File: src/rtl/rsa_job_scheduler_pkg.sv
// Shared types and constants for the RSA job scheduler: FSM states,
// config-select codes and requester source tags.
package rsa_job_scheduler_pkg;

  localparam int MSG_W_DEF = 12;

  typedef enum logic [1:0] {
    ST_IDLE  = 2'd0,
    ST_ISSUE = 2'd1,
    ST_WAIT  = 2'd2,
    ST_RESP  = 2'd3
  } state_e;

  localparam logic [1:0] CFG_N = 2'd0;
  localparam logic [1:0] CFG_E = 2'd1;
  localparam logic [1:0] CFG_D = 2'd2;
  localparam logic [1:0] CFG_RSVD = 2'd3;

  localparam logic SRC_ENC = 1'b0;
  localparam logic SRC_DEC = 1'b1;

endpackage

File: src/rtl/rsa_job_scheduler_if.sv
// Bundle of config, requester, engine and response signals around the scheduler.
// slave = scheduler side, master = environment side.
interface rsa_job_scheduler_if #(
  parameter int MSG_W = 12
);
  logic             cfg_we;
  logic [1:0]       cfg_sel;
  logic [MSG_W-1:0] cfg_data;
  logic             cfg_err;
  logic             enc_valid;
  logic [MSG_W-1:0] enc_msg;
  logic             enc_ready;
  logic             dec_valid;
  logic [MSG_W-1:0] dec_msg;
  logic             dec_ready;
  logic             eng_start;
  logic [MSG_W-1:0] eng_msg;
  logic [MSG_W-1:0] eng_key;
  logic [MSG_W-1:0] eng_n;
  logic             eng_done;
  logic [MSG_W-1:0] eng_result;
  logic             resp_valid;
  logic             resp_ready;
  logic [MSG_W-1:0] resp_data;
  logic             resp_src;
  logic             resp_err;
  logic             busy;

  modport slave (
    input  cfg_we, cfg_sel, cfg_data, enc_valid, enc_msg, dec_valid, dec_msg,
           eng_done, eng_result, resp_ready,
    output cfg_err, enc_ready, dec_ready, eng_start, eng_msg, eng_key, eng_n,
           resp_valid, resp_data, resp_src, resp_err, busy
  );

  modport master (
    output cfg_we, cfg_sel, cfg_data, enc_valid, enc_msg, dec_valid, dec_msg,
           eng_done, eng_result, resp_ready,
    input  cfg_err, enc_ready, dec_ready, eng_start, eng_msg, eng_key, eng_n,
           resp_valid, resp_data, resp_src, resp_err, busy
  );

endinterface

File: src/rtl/rsa_job_scheduler_rr_arb2.sv
// Two-way round-robin arbiter: on a tie the requester that did not win last
// time is granted. gnt[0] = encrypt, gnt[1] = decrypt.
module rr_arb2
  import rsa_job_scheduler_pkg::*;
(
  input  logic [1:0] req,
  input  logic       last_grant,
  input  logic       en,
  output logic [1:0] gnt
);

  // One-hot grant selection
  always_comb begin
    gnt = 2'b00;
    if (en) begin
      case (req)
        2'b01:   gnt = 2'b01;
        2'b10:   gnt = 2'b10;
        2'b11:   gnt = (last_grant == SRC_DEC) ? 2'b01 : 2'b10;
        default: gnt = 2'b00;
      endcase
    end else begin
      gnt = 2'b00;
    end
  end

endmodule

File: src/rtl/rsa_job_scheduler.sv
// Shares one modular-exponentiation engine between encrypt and decrypt requesters,
// holding the key set and guarding each job with a watchdog.
module rsa_job_scheduler
  import rsa_job_scheduler_pkg::*;
#(
  parameter int MSG_W   = MSG_W_DEF,
  parameter int TMO_W   = 16,
  parameter int TIMEOUT = 40000
) (
  input logic                clk,
  input logic                rst_n,
  rsa_job_scheduler_if.slave bus
);

  localparam logic [MSG_W-1:0] N_MIN     = MSG_W'(2);
  localparam logic [TMO_W-1:0] WDOG_LAST = TMO_W'(TIMEOUT - 1);

  state_e           state_q;
  logic             last_grant_q;
  logic [MSG_W-1:0] n_q, e_q, d_q;
  logic [MSG_W-1:0] job_msg_q, job_key_q, job_n_q;
  logic             job_src_q;
  logic [MSG_W-1:0] resp_data_q;
  logic             resp_src_q, resp_err_q, resp_valid_q;
  logic             eng_start_q, cfg_err_q;
  logic [TMO_W-1:0] wdog_q;
  logic [1:0]       gnt_s;
  logic             grant_s, cfg_ok_s;

  rr_arb2 u_arb (
    .req        ({bus.dec_valid, bus.enc_valid}),
    .last_grant (last_grant_q),
    .en         (state_q == ST_IDLE),
    .gnt        (gnt_s)
  );

  assign grant_s  = |gnt_s;
  assign cfg_ok_s = (state_q == ST_IDLE) && !grant_s && (bus.cfg_sel != CFG_RSVD);

  assign bus.enc_ready  = gnt_s[0];
  assign bus.dec_ready  = gnt_s[1];
  assign bus.cfg_err    = cfg_err_q;
  assign bus.eng_start  = eng_start_q;
  assign bus.eng_msg    = job_msg_q;
  assign bus.eng_key    = job_key_q;
  assign bus.eng_n      = job_n_q;
  assign bus.resp_valid = resp_valid_q;
  assign bus.resp_data  = resp_data_q;
  assign bus.resp_src   = resp_src_q;
  assign bus.resp_err   = resp_err_q;
  assign bus.busy       = (state_q != ST_IDLE);

  // Job FSM, key registers and watchdog
  always_ff @(posedge clk) begin
    if (!rst_n) begin
      state_q      <= ST_IDLE;
      last_grant_q <= SRC_DEC;
      n_q          <= '0;
      e_q          <= '0;
      d_q          <= '0;
      job_msg_q    <= '0;
      job_key_q    <= '0;
      job_n_q      <= '0;
      job_src_q    <= 1'b0;
      resp_data_q  <= '0;
      resp_src_q   <= 1'b0;
      resp_err_q   <= 1'b0;
      resp_valid_q <= 1'b0;
      eng_start_q  <= 1'b0;
      cfg_err_q    <= 1'b0;
      wdog_q       <= '0;
    end else begin
      eng_start_q <= 1'b0;
      cfg_err_q   <= bus.cfg_we && !cfg_ok_s;
      if (bus.cfg_we && cfg_ok_s) begin
        case (bus.cfg_sel)
          CFG_N:   n_q <= bus.cfg_data;
          CFG_E:   e_q <= bus.cfg_data;
          CFG_D:   d_q <= bus.cfg_data;
          default: n_q <= n_q;
        endcase
      end
      case (state_q)
        ST_IDLE: begin
          if (grant_s) begin
            // Keys are snapshotted here so later config writes cannot disturb the job
            job_src_q    <= gnt_s[1];
            job_msg_q    <= gnt_s[1] ? bus.dec_msg : bus.enc_msg;
            job_key_q    <= gnt_s[1] ? d_q : e_q;
            job_n_q      <= n_q;
            last_grant_q <= gnt_s[1];
            eng_start_q  <= (n_q >= N_MIN);
            state_q      <= ST_ISSUE;
          end else begin
            state_q <= ST_IDLE;
          end
        end
        ST_ISSUE: begin
          resp_src_q <= job_src_q;
          if (job_n_q < N_MIN) begin
            resp_data_q  <= '0;
            resp_err_q   <= 1'b1;
            resp_valid_q <= 1'b1;
            state_q      <= ST_RESP;
          end else begin
            wdog_q  <= '0;
            state_q <= ST_WAIT;
          end
        end
        ST_WAIT: begin
          if (bus.eng_done) begin
            resp_data_q  <= bus.eng_result;
            resp_err_q   <= 1'b0;
            resp_valid_q <= 1'b1;
            state_q      <= ST_RESP;
          end else if (wdog_q == WDOG_LAST) begin
            resp_data_q  <= '0;
            resp_err_q   <= 1'b1;
            resp_valid_q <= 1'b1;
            state_q      <= ST_RESP;
          end else begin
            wdog_q <= wdog_q + TMO_W'(1);
          end
        end
        ST_RESP: begin
          if (bus.resp_ready) begin
            resp_valid_q <= 1'b0;
            state_q      <= ST_IDLE;
          end else begin
            state_q <= ST_RESP;
          end
        end
        default: state_q <= ST_IDLE;
      endcase
    end
  end

endmodule

File: src/flat_wrapper.sv
// flat-port wrapper written by rule: the top's interface ports become plain ports
module rsa_job_scheduler_flat import rsa_job_scheduler_pkg::*;
#(
  parameter int MSG_W   = MSG_W_DEF,
  parameter int TMO_W   = 16,
  parameter int TIMEOUT = 40000
)
  (clk, rst_n, bus_cfg_we, bus_cfg_sel, bus_cfg_data, bus_enc_valid, bus_enc_msg, bus_dec_valid, bus_dec_msg, bus_eng_done, bus_eng_result, bus_resp_ready, bus_cfg_err, bus_enc_ready, bus_dec_ready, bus_eng_start, bus_eng_msg, bus_eng_key, bus_eng_n, bus_resp_valid, bus_resp_data, bus_resp_src, bus_resp_err, bus_busy);
  rsa_job_scheduler_if #(.MSG_W(MSG_W)) bus_i ();
  input logic clk;
  input logic rst_n;
  input wire logic [$bits(bus_i.cfg_we)-1:0] bus_cfg_we;
  input wire logic [$bits(bus_i.cfg_sel)-1:0] bus_cfg_sel;
  input wire logic [$bits(bus_i.cfg_data)-1:0] bus_cfg_data;
  input wire logic [$bits(bus_i.enc_valid)-1:0] bus_enc_valid;
  input wire logic [$bits(bus_i.enc_msg)-1:0] bus_enc_msg;
  input wire logic [$bits(bus_i.dec_valid)-1:0] bus_dec_valid;
  input wire logic [$bits(bus_i.dec_msg)-1:0] bus_dec_msg;
  input wire logic [$bits(bus_i.eng_done)-1:0] bus_eng_done;
  input wire logic [$bits(bus_i.eng_result)-1:0] bus_eng_result;
  input wire logic [$bits(bus_i.resp_ready)-1:0] bus_resp_ready;
  output wire logic [$bits(bus_i.cfg_err)-1:0] bus_cfg_err;
  output wire logic [$bits(bus_i.enc_ready)-1:0] bus_enc_ready;
  output wire logic [$bits(bus_i.dec_ready)-1:0] bus_dec_ready;
  output wire logic [$bits(bus_i.eng_start)-1:0] bus_eng_start;
  output wire logic [$bits(bus_i.eng_msg)-1:0] bus_eng_msg;
  output wire logic [$bits(bus_i.eng_key)-1:0] bus_eng_key;
  output wire logic [$bits(bus_i.eng_n)-1:0] bus_eng_n;
  output wire logic [$bits(bus_i.resp_valid)-1:0] bus_resp_valid;
  output wire logic [$bits(bus_i.resp_data)-1:0] bus_resp_data;
  output wire logic [$bits(bus_i.resp_src)-1:0] bus_resp_src;
  output wire logic [$bits(bus_i.resp_err)-1:0] bus_resp_err;
  output wire logic [$bits(bus_i.busy)-1:0] bus_busy;
  assign bus_i.cfg_we = bus_cfg_we;
  assign bus_i.cfg_sel = bus_cfg_sel;
  assign bus_i.cfg_data = bus_cfg_data;
  assign bus_i.enc_valid = bus_enc_valid;
  assign bus_i.enc_msg = bus_enc_msg;
  assign bus_i.dec_valid = bus_dec_valid;
  assign bus_i.dec_msg = bus_dec_msg;
  assign bus_i.eng_done = bus_eng_done;
  assign bus_i.eng_result = bus_eng_result;
  assign bus_i.resp_ready = bus_resp_ready;
  assign bus_cfg_err = bus_i.cfg_err;
  assign bus_enc_ready = bus_i.enc_ready;
  assign bus_dec_ready = bus_i.dec_ready;
  assign bus_eng_start = bus_i.eng_start;
  assign bus_eng_msg = bus_i.eng_msg;
  assign bus_eng_key = bus_i.eng_key;
  assign bus_eng_n = bus_i.eng_n;
  assign bus_resp_valid = bus_i.resp_valid;
  assign bus_resp_data = bus_i.resp_data;
  assign bus_resp_src = bus_i.resp_src;
  assign bus_resp_err = bus_i.resp_err;
  assign bus_busy = bus_i.busy;
  rsa_job_scheduler #(.MSG_W(MSG_W), .TMO_W(TMO_W), .TIMEOUT(TIMEOUT)) u_core (.clk(clk), .rst_n(rst_n), .bus(bus_i));
endmodule
File: config.mk
export PLATFORM = sky130hd
export DESIGN_NAME = rsa_job_scheduler_flat
export DESIGN_NICKNAME = d
export VERILOG_FILES = /design/src/rtl/rsa_job_scheduler_pkg.sv /design/src/rtl/rsa_job_scheduler_if.sv /design/src/rtl/rsa_job_scheduler_rr_arb2.sv /design/src/rtl/rsa_job_scheduler.sv /design/src/flat_wrapper.sv
export SDC_FILE = /design/constraint.sdc
export NUM_CORES = 1
export LEC_CHECK = 0
export ABC_AREA = 1
export CAP_MARGIN = 10
export CORE_MARGIN = 3
export CORE_UTILIZATION = 50
export DETAILED_ROUTE_END_ITERATION = 10
export PLACE_DENSITY = 0.8
export SYNTH_ARGS = -nofsm -noshare
export SYNTH_HDL_FRONTEND = slang
export SYNTH_SLANG_ARGS = --single-unit
File: constraint.sdc
create_clock -name clk -period 2.1 [get_ports clk]
set_input_delay 0.21 -clock clk [delete_from_list [all_inputs] [get_ports clk]]
set_output_delay 0.21 -clock clk [all_outputs]
set_load 0.1 [all_outputs]
* Word-level counts from Yosys, hierarchy flattened *
Cells that the tools add are included.

word-level totals
  bits in registers = 109
  output and inout bits = 56
  word-level logic and storage cells = 81

operators by class
  $add $sub $neg = 1
  order comparisons = 2
  eq/ne operators = 16
  muxes and demuxes = 26
  reduce and logical (&&, ||, !) cells = 20

operator list
  kind                                                                                  count
  12-bit 2-to-1 mux                                                                     5
  16-bit 2-to-1 mux                                                                     3
  16-bit case mux with 2 select lines                                                   1
  12-bit case mux with 2 select lines                                                   1
  16-bit by 1-bit adder with 16-bit output, second input constant                       1
  16-bit == test, second input constant                                                 1
  12-bit by 2-bit greater-or-equal comparator with 1-bit output, second input constant  1
  12-bit by 2-bit < comparator with 1-bit output, second input constant                 1
  2-bit == test, second input constant                                                  5
  2-bit 2-to-1 mux                                                                      5
  2-bit != test, second input constant                                                  5
  2-bit case mux with 4 select lines                                                    1
  2-bit AND reduction                                                                   4
  4-bit AND reduction                                                                   2
  1-bit 2-to-1 mux                                                                      7
  2-bit by 1-bit == test with 1-bit output, second input constant                       3
  2-bit case mux with 3 select lines                                                    1
  3-bit AND reduction                                                                   2
  1-bit logical AND                                                                     4
  2-bit logical NOT                                                                     2
  2-bit nonzero test                                                                    2
  3-bit by 2-bit != test with 1-bit output, second input constant                       1
  1-bit case mux with 3 select lines                                                    1
  3-bit nonzero test                                                                    1
  4 further kinds                                                                       5

* Longest topological paths before layout *
Gate-level depths: netlist of the first run.

  depth after elaboration = 9
  gate-level depth with buffers = 11
  gate-level depth less buffers = 11

* Modules after synthesis *
From an unflattened synthesis of the first run, not the netlist that was laid out.

second synthesis, totals
  cell total of the unflattened synthesis = 637
  area total of the unflattened synthesis = 4,620.7 µm²

by module, submodules not included
  module             instances  cells an instance  area an instance (µm²)  sequential area each (µm²)
  rsa_job_scheduler  1          632                4,599.4                 2,182.1
  rr_arb2            1          5                  21.3                    0.0

* Least setup slack after synthesis of the first run *
Ideal clock, no wire load.

  path type = register -> output
  from = register u_core.state_q[1]
  to = output port bus_enc_ready
  arrival = 2.395 ns
  path slack = -0.505 ns
  stages on the path, launching flop included = 4
  buffers on the path = 0
  cell sequence = dfxtp_1 -> nor2_4 -> inv_1 -> nor2_1

on the way
  longest elaborated chain between the ends = 2

RTL lines
  element                 line                             source
  from (decl)             rsa_job_scheduler.sv:18          state_e state_q;
  from (signal assigned)  rsa_job_scheduler.sv:56          state_q <= ST_IDLE;
  from (signal assigned)  rsa_job_scheduler.sv:93          state_q <= ST_ISSUE;
  from (signal assigned)  rsa_job_scheduler.sv:95          state_q <= ST_IDLE;
  2-bit logical NOT       rsa_job_scheduler.sv:33          .en (state_q == ST_IDLE),
  2-bit 2-to-1 mux        rsa_job_scheduler_rr_arb2.sv:15  if (en) begin
  to (decl)               flat_wrapper.sv:23               output wire logic [$bits(bus_i.enc_ready)-1:0] bus_enc_ready;

No other way between the ends.

* Worst setup path after layout of the first run *
  from = register u_core.state_q[1]
  to = output port bus_dec_ready

on the way
  longest elaborated chain between the ends = 2

RTL lines
  element            line                             source
  2-bit logical NOT  rsa_job_scheduler.sv:33
  2-bit 2-to-1 mux   rsa_job_scheduler_rr_arb2.sv:15
  to (decl)          flat_wrapper.sv:24               output wire logic [$bits(bus_i.dec_ready)-1:0] bus_dec_ready;

No other way between the ends.

==> impl.org, run 1 <==
** Outcome
- Outcome :: completed

** Flow run
- Number of maximum-capacitance constraint violations :: 0

** Synth
- Synthesis inferred 109 register bits.
- Biggest area consumer among synthesized cells :: sky130_fd_sc_hd__dfxtp_1
- The number of nets handed over by synthesis was ~720.
- Ranking of synthesized cells by area :: sky130_fd_sc_hd__dfxtp_1 45%, sky130_fd_sc_hd__nand2_1 15%, sky130_fd_sc_hd__a21oi_1 8.1%
- Most used standard cell by instance count after synthesis :: sky130_fd_sc_hd__nand2_1
- By count the netlist is led by 193 x sky130_fd_sc_hd__nand2_1, 109 x sky130_fd_sc_hd__dfxtp_1, 78 x sky130_fd_sc_hd__a21oi_1, 53 x sky130_fd_sc_hd__nor2_1, 43 x sky130_fd_sc_hd__o21ai_0.
- Most used DFF post-synth :: sky130_fd_sc_hd__dfxtp_1
- Yosys printed 0 warnings.
- The netlist uses 28 different library cells.
- Of the post-synthesis cell area, the dominant cell type holds between 40% and 50%.
- Number of enable-type register cells in the synthesized netlist :: 0
- In this run the cell area of the synthesized design comes to approximately 4800 um2.
- The average instance in the mapped netlist occupies 7.22 um2.
- Async SR Flop Fraction :: 0%
- The share of the Yosys chip area taken by registers is a little under half.
- Number of standard cells after synthesis :: 664

** Global routing
- Routing layer with the top usage in global route :: met2
- Vias in the first global route :: about 4400
- Entering global routing, the biggest net connects 41 pins.
- Met3 track utilization from global routing :: 4.10%
- The initial antenna violation count came to 0.
- Global routing consumed, on the met1 layer, a little under a third of the routing resources.
- For this run the aggregate overflow at the end of global routing stands at 0.
- For this run, the total global-route usage over all layers was measured as approximately 23%.
- In the global route stage, met2 resource usage came out at 36.1%.
- Wire length of the first global-routing pass :: between 20000 and 25000 um

** Finish
- P&R area growth vs syn :: 27.1%
- Summing all non-filler instances in the final layout gives an area of 6100 um2.
- The post-route netlist has between 10% and 20% of its cells at a drive strength greater than 1.
- Cells fill between 60% and 70% of the core in the end.
- The repair_antennas step left the layout with diodes totalling 0.
- The net count of the finished layout is between 800 and 900.

** STA
- Number of setup violations in the final report :: 0
- Tmin final :: 1920 ps
- Number of max-slew violations in the final report :: 0
- The number of failing hold endpoints at the final stage came to 0.
- Slack of the critical path :: between 150 and 200 ps
- The final critical path takes up 91.6% of the cycle.
- Worst clock skew :: approximately 13 ps
- Unrepaired setup endpoints after global routing :: no
- Derived from the worst setup path, the maximum achievable clock frequency is 0.520 GHz.
- In this run the tightest slew margin relative to its limit is approximately 67%.
- After routing, the total negative slack on setup checks comes to 0 ps.
- Tightest Pin Transition :: 489 ps

** Clock tree
- Gates resized during post-CTS repair numbered 0.
- In this run the clock root is driven by a sky130_fd_sc_hd__clkbuf_8.
- CTS buffer count :: 9
- Clock transition time at the flip-flop clock pins of the worst setup and hold paths :: about 100 ps
- TritonCTS built the clock tree.
- Longest Clk Path Bufs :: 2
- Post-CTS Repair Setup Buffers :: 0
- The H-tree was split into 3 levels.
- The later pin in the worst-skew pair is clocked with a latency of between 300 and 400 ps.
- Counting every sink on the clock net gives about 110.
- Buffers inserted to repair hold after CTS numbered 0.

** Setup path
- Crit path largest cell delay :: between 300 and 400 ps
- For the worst setup path, the data arrival time is 1710 ps.
- STA classifies the critical path endpoint as a primary output.
- The worst setup path is launched from a flip-flop.
- The largest individual stage delay along the critical path comes from the cell sky130_fd_sc_hd__dfxtp_1.
- Traced cell by cell, the critical path runs through nor2_4 > nand3_2 > inv_2 > buf_12.
- The setup path with the least slack is of type reg -> out.
- Data on the critical path is required at its endpoint by roughly 1900 ps.
- Total buffers and inverters traversed by the critical path :: 2
- Category of cells accounting for the largest share of critical-path delay :: buffers and inverters
- Of all nets on the critical path, the largest fanout is 25.

** Placed design
- Global placement routability congestion :: ~0.86
- At the placement stage, the worst setup path has a slack of approximately 250 ps.
- Once detailed placement completed, the half-perimeter wirelength came to just under 9000 um.
- Cell area after placement :: 5910 um2
- Number of buffers inserted by port buffering :: ~110

** Drt
- Post-route antenna net violation count :: 0
- Number of DRC markers after the initial detailed-route iteration :: 330
- For this block, the routed nets add up to ~12000 um of wire.
- After detailed routing, the average wire length per cell comes to about 14 um.
- Detailed-routing iteration count for the pre-antenna-repair pass :: 5
- The final route contains around 4800 vias.
- Average via count per standard cell :: about 5.3
- DRC violation count after routing :: 0

** Pwr
- Max IR drop VDD :: ~0.76 mV
- Leakage :: around 2.3 nW
- Dividing total power by cell area gives a power density of roughly 1300 nW/um2.
- Power comes to between 7 and 8 mW.

** Floorplanning
- For this configuration, the core starts out at a cell density of between 50% and 60%.
- Area of the die :: 10800 um2
- Row generation in the floorplan step produced 35 rows.
- Standard cell core area :: between 9000 and 10000 um2
- I/O pins :: approximately 110
- Die span in y :: roughly 100 um
- The die is 104 um wide.

** Worst hold path
- Min-delay worst type :: in -> reg
-- worst reg2reg max path: stages (launching register included) --
cell	delay [ps]
sky130_fd_sc_hd__dfxtp_1	410
sky130_fd_sc_hd__ha_1	270
sky130_fd_sc_hd__nand3_2	180
sky130_fd_sc_hd__nor2_4	170
sky130_fd_sc_hd__nand3_2	180
sky130_fd_sc_hd__nand2_4	220
sky130_fd_sc_hd__clkinv_2	160
sky130_fd_sc_hd__nand2_1	90
sky130_fd_sc_hd__a21oi_1	60
-- final cells by class --
class	instances	area (um2)
sequential	109	2180
clock buffer	10	138
fill	798	3190
timing repair buffer	128	1140
multi-input combinational	472	2260
clock inverter	5	45.0
inverter	46	174
tap	129	161
-- flip-flops by register name, summed over array words and instances (netlist names) --
| signal | count |
|---|---|
| u_core.n_q | 12 |
| u_core.wdog_q | 16 |
| u_core.state_q | 2 |
| u_core.bus.resp_err | 1 |
| u_core.bus.resp_valid | 1 |
| u_core.e_q | 12 |
| u_core.bus.cfg_err | 1 |
| u_core.bus.eng_n | 12 |
| u_core.bus.eng_msg | 12 |
| u_core.job_src_q | 1 |
| u_core.bus.eng_start | 1 |
| u_core.d_q | 12 |
| u_core.bus.eng_key | 12 |
| u_core.bus.resp_data | 12 |
| u_core.last_grant_q | 1 |
| u_core.bus.resp_src | 1 |
-- kinds of logic after synthesis --
kind of cell | after synthesis | synth area share (%)
flip-flops | 109 | 45.5
AO/OA/AOI/OAI | 150 | 17.1
XOR/XNOR | 4 | 0.731
adder cells (fa/ha/maj) | 1 | 0.261
AND/OR/NAND/NOR | 317 | 28.9
buffers and inverters | 83 | 7.57
-- layer usage --
metal  share of wire [%]  up-vias  wire length (um)
li1                    -     2417                 -
met1                  47     2154              5870
met2                  45      186              5610
met3                 6.1       15               752
met4                 1.2        0               148
met5                   0        -                 0
-- where the power goes --
group,internal (mW),switching [mW]
registers,2.40,0.207
logic,0.922,3.12
clock network,0.475,0.714
-- metrics by stage --
step	hold WS (ps)	cells
2_1_floorplan	357	664
3_3_place_gp	431	884
3_5_place_dp	437	884
4_1_cts	382	899
5_1_grt	409	899
6_report	397	899
-- path summary, 6_finish.rpt --
check               startpoint                 endpoint  slack [ps]  cells after the start
max          u_core.state_q[1]            bus_dec_ready         180                      4
min          bus_eng_result[6]  u_core.bus.resp_data[6]         400                      3
max reg2reg   u_core.wdog_q[0]        u_core.wdog_q[14]         230                      8
min reg2reg      u_core.d_q[0]            u_core.d_q[0]         450                      2
-- cells in the final DEF (no fill, tap or decap), drive strengths merged --
master | Yosys | final
nand2 | 197 | 197
dfxtp | 109 | 109
a21oi | 81 | 81
buf | 15 | 72
clkdlybuf4s50 | 0 | 56
nor2 | 55 | 55
inv | 45 | 47
o21ai | 44 | 44
nand4 | 32 | 32
a31oi | 25 | 25
nand3 | 24 | 24
clkbuf | 22 | 10
nor3 | 5 | 5
xor2 | 3 | 3
clkinv | 1 | 3
nor4 | 2 | 2
nor3b | 1 | 1
xnor2 | 1 | 1
nand3b | 1 | 1
ha | 1 | 1
clkinvlp | 0 | 1
No activity file was read; power rests on OpenSTA's default activity.
==> run 2: changes to the inputs <==
- CORE_ASPECT_RATIO: not set -> 1.1
- CORE_MARGIN: 3 -> not set
==> impl.org, run 2 (synthesis gave the netlist of run 1 again) <==
** Drt
- Number of DRC markers after the initial detailed-route iteration :: 248 (was 330)
- Routed length per placed instance :: 13.5 um (was 13.8 um)
- Post-route antenna net violation count :: 0 (unchanged)
- The number of vias in the routed layout is 4721 (was 4772).
- Total wirelength of the detailed-routed design :: 12000 um (was 12400 um)
- Average via count per standard cell :: 5.33 (was 5.31)
- The total DRC errors in the routed layout came to 0 (unchanged).
- Detailed-routing iteration count for the pre-antenna-repair pass :: 5 (unchanged)

** Clock tree
- Hold-fix buffers at CTS :: 0 (unchanged)
- The H-tree depth was 3 (unchanged).
- Clock network latency to the later pin of the worst-skew pair :: 370 ps (about the same)
- The CTS tree is built (unchanged).
- Clock transition time at the flip-flop clock pins of the worst setup and hold paths :: 110 ps (was 100 ps)
- The clock root buffer is sky130_fd_sc_hd__clkbuf_8 (unchanged).
- The total clock buffers created by CTS came to 9 (unchanged).
- The deepest clock path buffer count came to 2 (unchanged).
- Post-CTS Repair Setup Buffers :: 0 (unchanged)
- The count of cells resized by post-cts repair is 0 (unchanged).
- Sink count of the clock tree :: 109 (unchanged)

** Floorplanning
- The effective utilization at floorplan was 51.3% (was 51.7%).
- The placeable core area is 9350 um2 (was 9280 um2).
- The total I/O pin count was 113 (unchanged).
- Width of the chip :: 95.4 um (was 104 um)
- The floorplan die area came to 9990 um2 (was 10800 um2).
- Number of standard-cell rows in the floorplan :: 37 (was 35)
- The vertical die dimension came to 105 um (was 104 um).

** Placed design
- The count of input and output buffers was 112 (unchanged).
- The final weighted congestion in routability-driven placement is 0.933 (was 0.859).
- Setup WS pre-CTS :: 239 ps (was 254 ps)
- The placed wire-length estimate after detailed placement came to 8450 um (was 8900 um).

** Setup path
- The register-to-register path setup slack was 170 ps (was 230 ps).
- Kind of end point of the critical path :: flip-flop (was primary output)
- The reg-to-reg critical path endpoint is u_core.wdog_q[1] (was u_core.wdog_q[14]).
- The kind of launch point of the worst setup path is a flip-flop (unchanged).
- Worst R2R Start :: u_core.wdog_q[0] (unchanged)
- The required time of the critical path came to 2420 ps (was 1890 ps).
- The signal arrival time at the worst endpoint is 2250 ps (was 1710 ps).
- Startpoint-to-endpoint class of the critical path :: reg -> reg (was reg -> out)
- Crit-path max FO :: 17 (was 25)
- Worst Reg2Reg Path Length in Cells :: 9 (was 8)

** Pwr
- The post-layout total power came to 7.81 mW (was 7.84 mW).
- Leakage :: 2.28 nW (was 2.30 nW)
- The maximum vdd drop is 0.782 mV (was 0.764 mV).
- Pwr/cell area :: 1290 nW/um2 (about the same)

** Global routing
- The global-route wire length before repair was 19800 um (was 20700 um).
- The combined global-route utilization of all metal layers is 24.5% (was 22.6%).
- Initial antenna violation count :: 0 (unchanged)
- Largest net degree at the start of global routing :: 59 (was 41)
- Vias in the first global route :: 4374 (was 4377)
- Total global routing overflow :: 0 (unchanged)

** Worst hold path
- Hold EP :: u_core.bus.resp_data[11] (was u_core.bus.resp_data[6])
- The worst min-delay path class is in -> reg (unchanged).
- Min-delay src :: bus_eng_result[11] (was bus_eng_result[6])
- The instance count along the most critical hold path came to 3 (unchanged).

** Finish
- Number of nets in the finished design :: 821 (was 824)
- Most frequent standard cell in the layout excluding fill and tap cells :: sky130_fd_sc_hd__nand2_1 (unchanged)
- Register with the highest flop count :: u_core.wdog_q (unchanged)
- The fraction of final layout cells sized beyond drive strength 1 was 13.8% (was 14.0%).
- P&R area growth vs syn :: 26.6% (was 27.1%)
- Number of flip-flops under the largest register name :: 16 (unchanged)
- The number of fill cells in the layout came to 831 (was 798).
- The count of inserted antenna diode cells was 0 (unchanged).
- Commonest cells after routing, fill and taps aside: 193 x sky130_fd_sc_hd__nand2_1, 109 x sky130_fd_sc_hd__dfxtp_1, 78 x sky130_fd_sc_hd__a21oi_1 (unchanged).

** STA
- Final hold violations :: 0 (unchanged)
- The worst max-slew margin expressed relative to the limit is 68.7% (was 67.3%).
- Tightest Pin Transition :: 470 ps (was 489 ps)
- Unrepaired setup endpoints after global routing :: no (unchanged)
- The achievable frequency came to 0.518 GHz (was 0.520 GHz).
- Tmin final :: 1930 ps (was 1920 ps)
- Number of setup violations in the final report :: 0 (unchanged)
- The largest clock skew in the final design is 13.8 ps (was 13.5 ps).
- Slack of the critical path :: 169 ps (was 177 ps)
- Post-route clock period utilization :: 92.0% (was 91.6%)
- The setup TNS was 0 ps (unchanged).
- The number of max-slew violations in the final report was 0 (unchanged).

** Flow run
- Number of maximum-capacitance constraint violations :: 0 (unchanged)

** Outcome
- Outcome :: completed (unchanged)
[run 2: per-stage QoR]
| step | std cells | hold slack [ps] | area, um2 | utilization (%) |
|---|---|---|---|---|
| global placement | 869 | 431 | 5890 | 63.0 |
| detailed placement | 869 | 435 | 5890 | 63.0 |
| finish | 885 | 380 | 6070 | 64.9 |
| global route | 885 | 390 | 6070 | 64.9 |
| floorplan | 664 | 357 | 4800 | - |
| CTS | 885 | 381 | 6070 | 64.9 |
[run 2: area by class of cell]
class                      instances  area, um2  share of cell area (%)
clock inverter                     7       56.3                   0.928
timing repair buffer             125       1130                    18.6
inverter                          46        174                    2.87
sequential                       109       2180                    36.0
multi-input combinational        472       2260                    37.2
clock buffer                       9        124                    2.04
tap                              117        146                    2.41
[run 2: where the power goes]
group | leakage (nW) | switching, mW | internal, mW
clock network | 0.0842 | 0.754 | 0.446
registers | 0.887 | 0.200 | 2.40
logic | 1.31 | 3.10 | 0.910
total | 2.28 | 4.06 | 3.75
[run 2: worst max-delay path: stages (launching register included)]
cell                       delay, ps
sky130_fd_sc_hd__dfxtp_1         430
sky130_fd_sc_hd__ha_1            270
sky130_fd_sc_hd__nand3_2         170
sky130_fd_sc_hd__nor2_4          160
sky130_fd_sc_hd__nand3_2         190
sky130_fd_sc_hd__nand2_4         230
sky130_fd_sc_hd__clkinv_2        170
sky130_fd_sc_hd__nand2_1         110
sky130_fd_sc_hd__nand2_1          60
sky130_fd_sc_hd__nor2_1           90
[run 2: worst max path at each step]
| stage | startpoint | endpoint |
|---|---|---|
| finish | u_core.wdog_q[0] | u_core.wdog_q[1] |
| global route | u_core.wdog_q[0] | u_core.wdog_q[1] |
| CTS | u_core.state_q[1] | bus_dec_ready |
| detailed placement | u_core.wdog_q[0] | u_core.wdog_q[1] |
| global placement | bus_enc_valid | u_core.n_q[2] |
| floorplan | u_core.bus.eng_n[11] | u_core.wdog_q[0] |
[run 2: routing by layer]
layer / vias to the layer above / track usage (%) / wire length, um
met2: 149 / 40.9 / 5690
li1: 2396 / - / -
met4: 0 / 7.89 / 203
met3: 22 / 4.51 / 809
met5: - / 0 / 0
met1: 2154 / 31.4 / 5290
==> run 3: changes to the inputs <==
- CORE_MARGIN: not set -> 5
==> impl.org, run 3 (synthesis gave the netlist of run 1 again) <==
** Outcome
- Outcome: completed (unchanged).

** Clock tree
- Post-CTS Repair Setup Buffers :: 0 (unchanged)
- The deepest clock path buffer count was 2 (unchanged).
- Clock network latency to the later pin of the worst-skew pair :: 370 ps (about the same)
- Number of levels the H-tree was split into :: 3 (unchanged)
- Sink count of the clock tree :: 109 (unchanged)
- The total clock buffers created by CTS is 9 (unchanged).
- TritonCTS clock tree :: built (unchanged)
- Clock transition time at the flip-flop clock pins of the worst setup and hold paths :: 110 ps (about the same)
- The clock root buffer was sky130_fd_sc_hd__clkbuf_8 (unchanged).

** Setup path
- The category of the worst setup path capture point was a primary output (was flip-flop).
- Worst Reg2Reg Path Length in Cells :: 8 (was 9)
- Data required time of the worst path :: 1890 ps (was 2420 ps)
- The family with the most delay on the worst path is buffers and inverters (was simple AND/OR/NAND/NOR gates).
- Startpoint-to-endpoint class of the critical path :: reg -> out (was reg -> reg)
- Data arrival at the endpoint of the critical path :: 1660 ps (was 2250 ps)
- Crit-path max FO :: 20 (was 17)
- Slowest CP cell :: sky130_fd_sc_hd__dfxtp_1 (unchanged)
- The register-to-register path setup slack was 230 ps (was 170 ps).
- CP Cell Sequence: nor2_4 > nand3_2 > inv_2 > buf_12 (was ha_1 > nand3_2 > nor2_4 > nand3_2 > nand2_4 > clkinv_2 > nand2_1 > nand2_1 > nor2_1).
- Kind of launch point of the worst setup path :: flip-flop (unchanged)
- The beginning of the worst register-to-register path is u_core.wdog_q[0] (unchanged).
- The largest stage delay on the critical path came to 390 ps (was 430 ps).
- The reg-to-reg critical path endpoint is u_core.wdog_q[14] (was u_core.wdog_q[1]).
- The buffer and inverter count on the worst path is 2 (was 1).

** Drt
- DRC violation count after routing :: 0 (unchanged)
- Post-route antenna net violation count :: 0 (unchanged)
- The ratio of routed vias to standard cells came to 5.35 (was 5.33).
- The routed wirelength normalized by instance count came to 14.4 um (was 13.5 um).
- Via count :: 4750 (was 4721)
- The aggregate routed wire length came to 12700 um (was 12000 um).
- Number of DRC markers after the initial detailed-route iteration :: 236 (was 248)
- The number of iterations in the first detailed-routing pass is 5 (unchanged).

** Floorplanning
- Die span in y :: 113 um (was 105 um)
- Initial Util :: 51.3% (unchanged)
- I/O pins :: 113 (unchanged)
- Standard cell core area :: 9350 um2 (unchanged)
- The placement row count was 37 (unchanged).
- Width of the chip :: 103 um (was 95.4 um)
- The floorplan die area came to 11700 um2 (was 9990 um2).

** Flow run
- The number of maximum-capacitance violations came to 0 (unchanged).

** STA
- Worst Hold Slack :: 391 ps (was 380 ps)
- The worst max-slew margin expressed relative to the limit came to 65.5% (was 68.7%).
- The time the worst path needs with I/O delays and setup came to 1870 ps (was 1930 ps).
- The number of max-slew violations in the final report was 0 (unchanged).
- Fmax :: 0.535 GHz (was 0.518 GHz)
- The final period utilization came to 89.0% (was 92.0%).
- The number of endpoints failing setup at the final stage is 0 (unchanged).
- The actual slew at the worst max-slew pin was 516 ps (was 470 ps).
- Final hold violations :: 0 (unchanged)
- Post-Route Setup TNS :: 0 ps (unchanged)
- Unrepaired setup endpoints after global routing :: no (unchanged)
- The largest clock skew in the final design was 7.87 ps (was 13.8 ps).

** Pwr
- Internal power contribution :: 3.92 mW (was 3.75 mW)
- Clock power frac :: 16.7% (was 15.4%)
- The post-layout total power came to 8.01 mW (was 7.81 mW).
- Switching share of power :: 51.1% (was 52.0%)
- Pwr/cell area :: 1310 nW/um2 (was 1290 nW/um2)
- The part of the total power dissipated in sequential elements was 32.3% (was 33.2%).
- The share of power burned in combinational logic was 51.0% (was 51.4%).
- The maximum vdd drop came to 0.943 mV (was 0.782 mV).
- The leakage power was 2.31 nW (was 2.28 nW).
- Switching Power :: 4.09 mW (was 4.06 mW)

** Global routing
- Initial antenna violation count :: 0 (unchanged)
- The pin count of the biggest net entering global routing is 46 (was 59).
- The combined global-route utilization of all metal layers was 22.0% (was 24.5%).
- The via count of the first global-routing pass came to 4532 (was 4374).
- The residual overflow from global routing is 0 (unchanged).
- Wire length of the first global-routing pass :: 21200 um (was 19800 um)

** Finish
- Fraction of layout cells with a size suffix above 1 :: 14.3% (was 13.8%)
- P&R area growth vs syn :: 27.6% (was 26.6%)
- The most frequent standard cell in the layout excluding fill and tap cells is sky130_fd_sc_hd__nand2_1 (unchanged).
- The count of inserted antenna diode cells came to 0 (unchanged).
- The register with the highest flop count is u_core.wdog_q (unchanged).
- The number of fill cells in the layout was 844 (was 831).
- The number of flip-flops in the largest register is 16 (unchanged).
- Number of nets in the finished design :: 824 (was 821)
- Commonest cells after routing, fill and taps aside :: 193 x sky130_fd_sc_hd__nand2_1, 109 x sky130_fd_sc_hd__dfxtp_1, 78 x sky130_fd_sc_hd__a21oi_1 (unchanged)
- The non-filler instance count after layout is 888 (was 885).

** Placed design
- The count of input and output buffers is 112 (unchanged).
- The placed wire-length estimate after detailed placement was 9310 um (was 8450 um).
- The placed cell count came to 872 (was 869).
- The final weighted congestion in routability-driven placement was 0.922 (was 0.933).

** Worst hold path
- The terminating pin of the worst hold path is u_core.bus.resp_data[1] (was u_core.bus.resp_data[11]).
- The worst min-delay path class is in -> reg (unchanged).
- The launch point of the worst hold path is bus_eng_result[1] (was bus_eng_result[11]).
- The instance count along the most critical hold path came to 3 (unchanged).
-- run 3: worst max path at each step --
stage / to / slack, ps / from / cells past startpoint
finish: bus_dec_ready / 230 / u_core.state_q[1] / 4
global route: u_core.wdog_q[1] / 9 / u_core.wdog_q[0] / 9
CTS: bus_dec_ready / 200 / u_core.state_q[1] / 4
detailed placement: u_core.wdog_q[14] / 220 / u_core.wdog_q[0] / 8
global placement: u_core.wdog_q[14] / 340 / u_core.wdog_q[0] / 8
floorplan: u_core.wdog_q[0] / 140 / u_core.bus.eng_n[11] / 8
-- run 3: cell type report --
class                           instances  area (um2)  share of cell area (%)
Clock inverter                          7        82.6                    1.35
Tap cell                              117         146                    2.39
Sequential cell                       109        2180                    35.7
Clock buffer                            9         124                    2.02
Multi-Input combinational cell        472        2270                    37.1
Timing Repair Buffer                  128        1140                    18.6
Inverter                               46         174                    2.84
-- run 3: metal layers --
| metal | vias to the layer above | global-route usage, % | part of all wire (%) |
|---|---|---|---|
| li1 | 2405 | - | - |
| met1 | 2186 | 27.5 | 41 |
| met2 | 141 | 37.5 | 50 |
| met3 | 18 | 5.06 | 7.2 |
| met4 | 0 | 5.96 | 1.6 |
| met5 | - | 0 | 0 |
-- run 3: metrics by stage --
| stage | util, % | setup slack [ps] | cell area, um2 |
|---|---|---|---|
| 6_report | 65.4 | 231 | 6120 |
| 5_1_grt | 65.4 | 9.03 | 6120 |
| 4_1_cts | 65.3 | 197 | 6110 |
| 3_5_place_dp | 63.1 | 221 | 5900 |
| 3_3_place_gp | 63.1 | 336 | 5900 |
| 2_1_floorplan | - | 137 | 4800 |
-- run 3: power by group through the flow --
stage	combinational, mW	clock, mW	sequential (mW)
6_report	4.08	1.33	2.59
5_1_grt	4.34	1.46	2.63
4_1_cts	4.08	1.36	2.59
3_5_place_dp	4.07	0	2.63
3_3_place_gp	4.03	0	2.62
2_1_floorplan	1.45	0	4.34
-- run 3: tightest hold or removal path: stages --
cell and delay [ps]:
sky130_fd_sc_hd__clkdlybuf4s50_1 390, sky130_fd_sc_hd__nand2_1 60, sky130_fd_sc_hd__a21oi_1 60
-- run 3: what timing repair did --
item | 4_1_cts | 5_1_grt
hold endpoints to repair | 0 | 0
setup endpoints to repair | 0 | 2
hold buffers | 0 | 0
resized for setup | 0 | 2
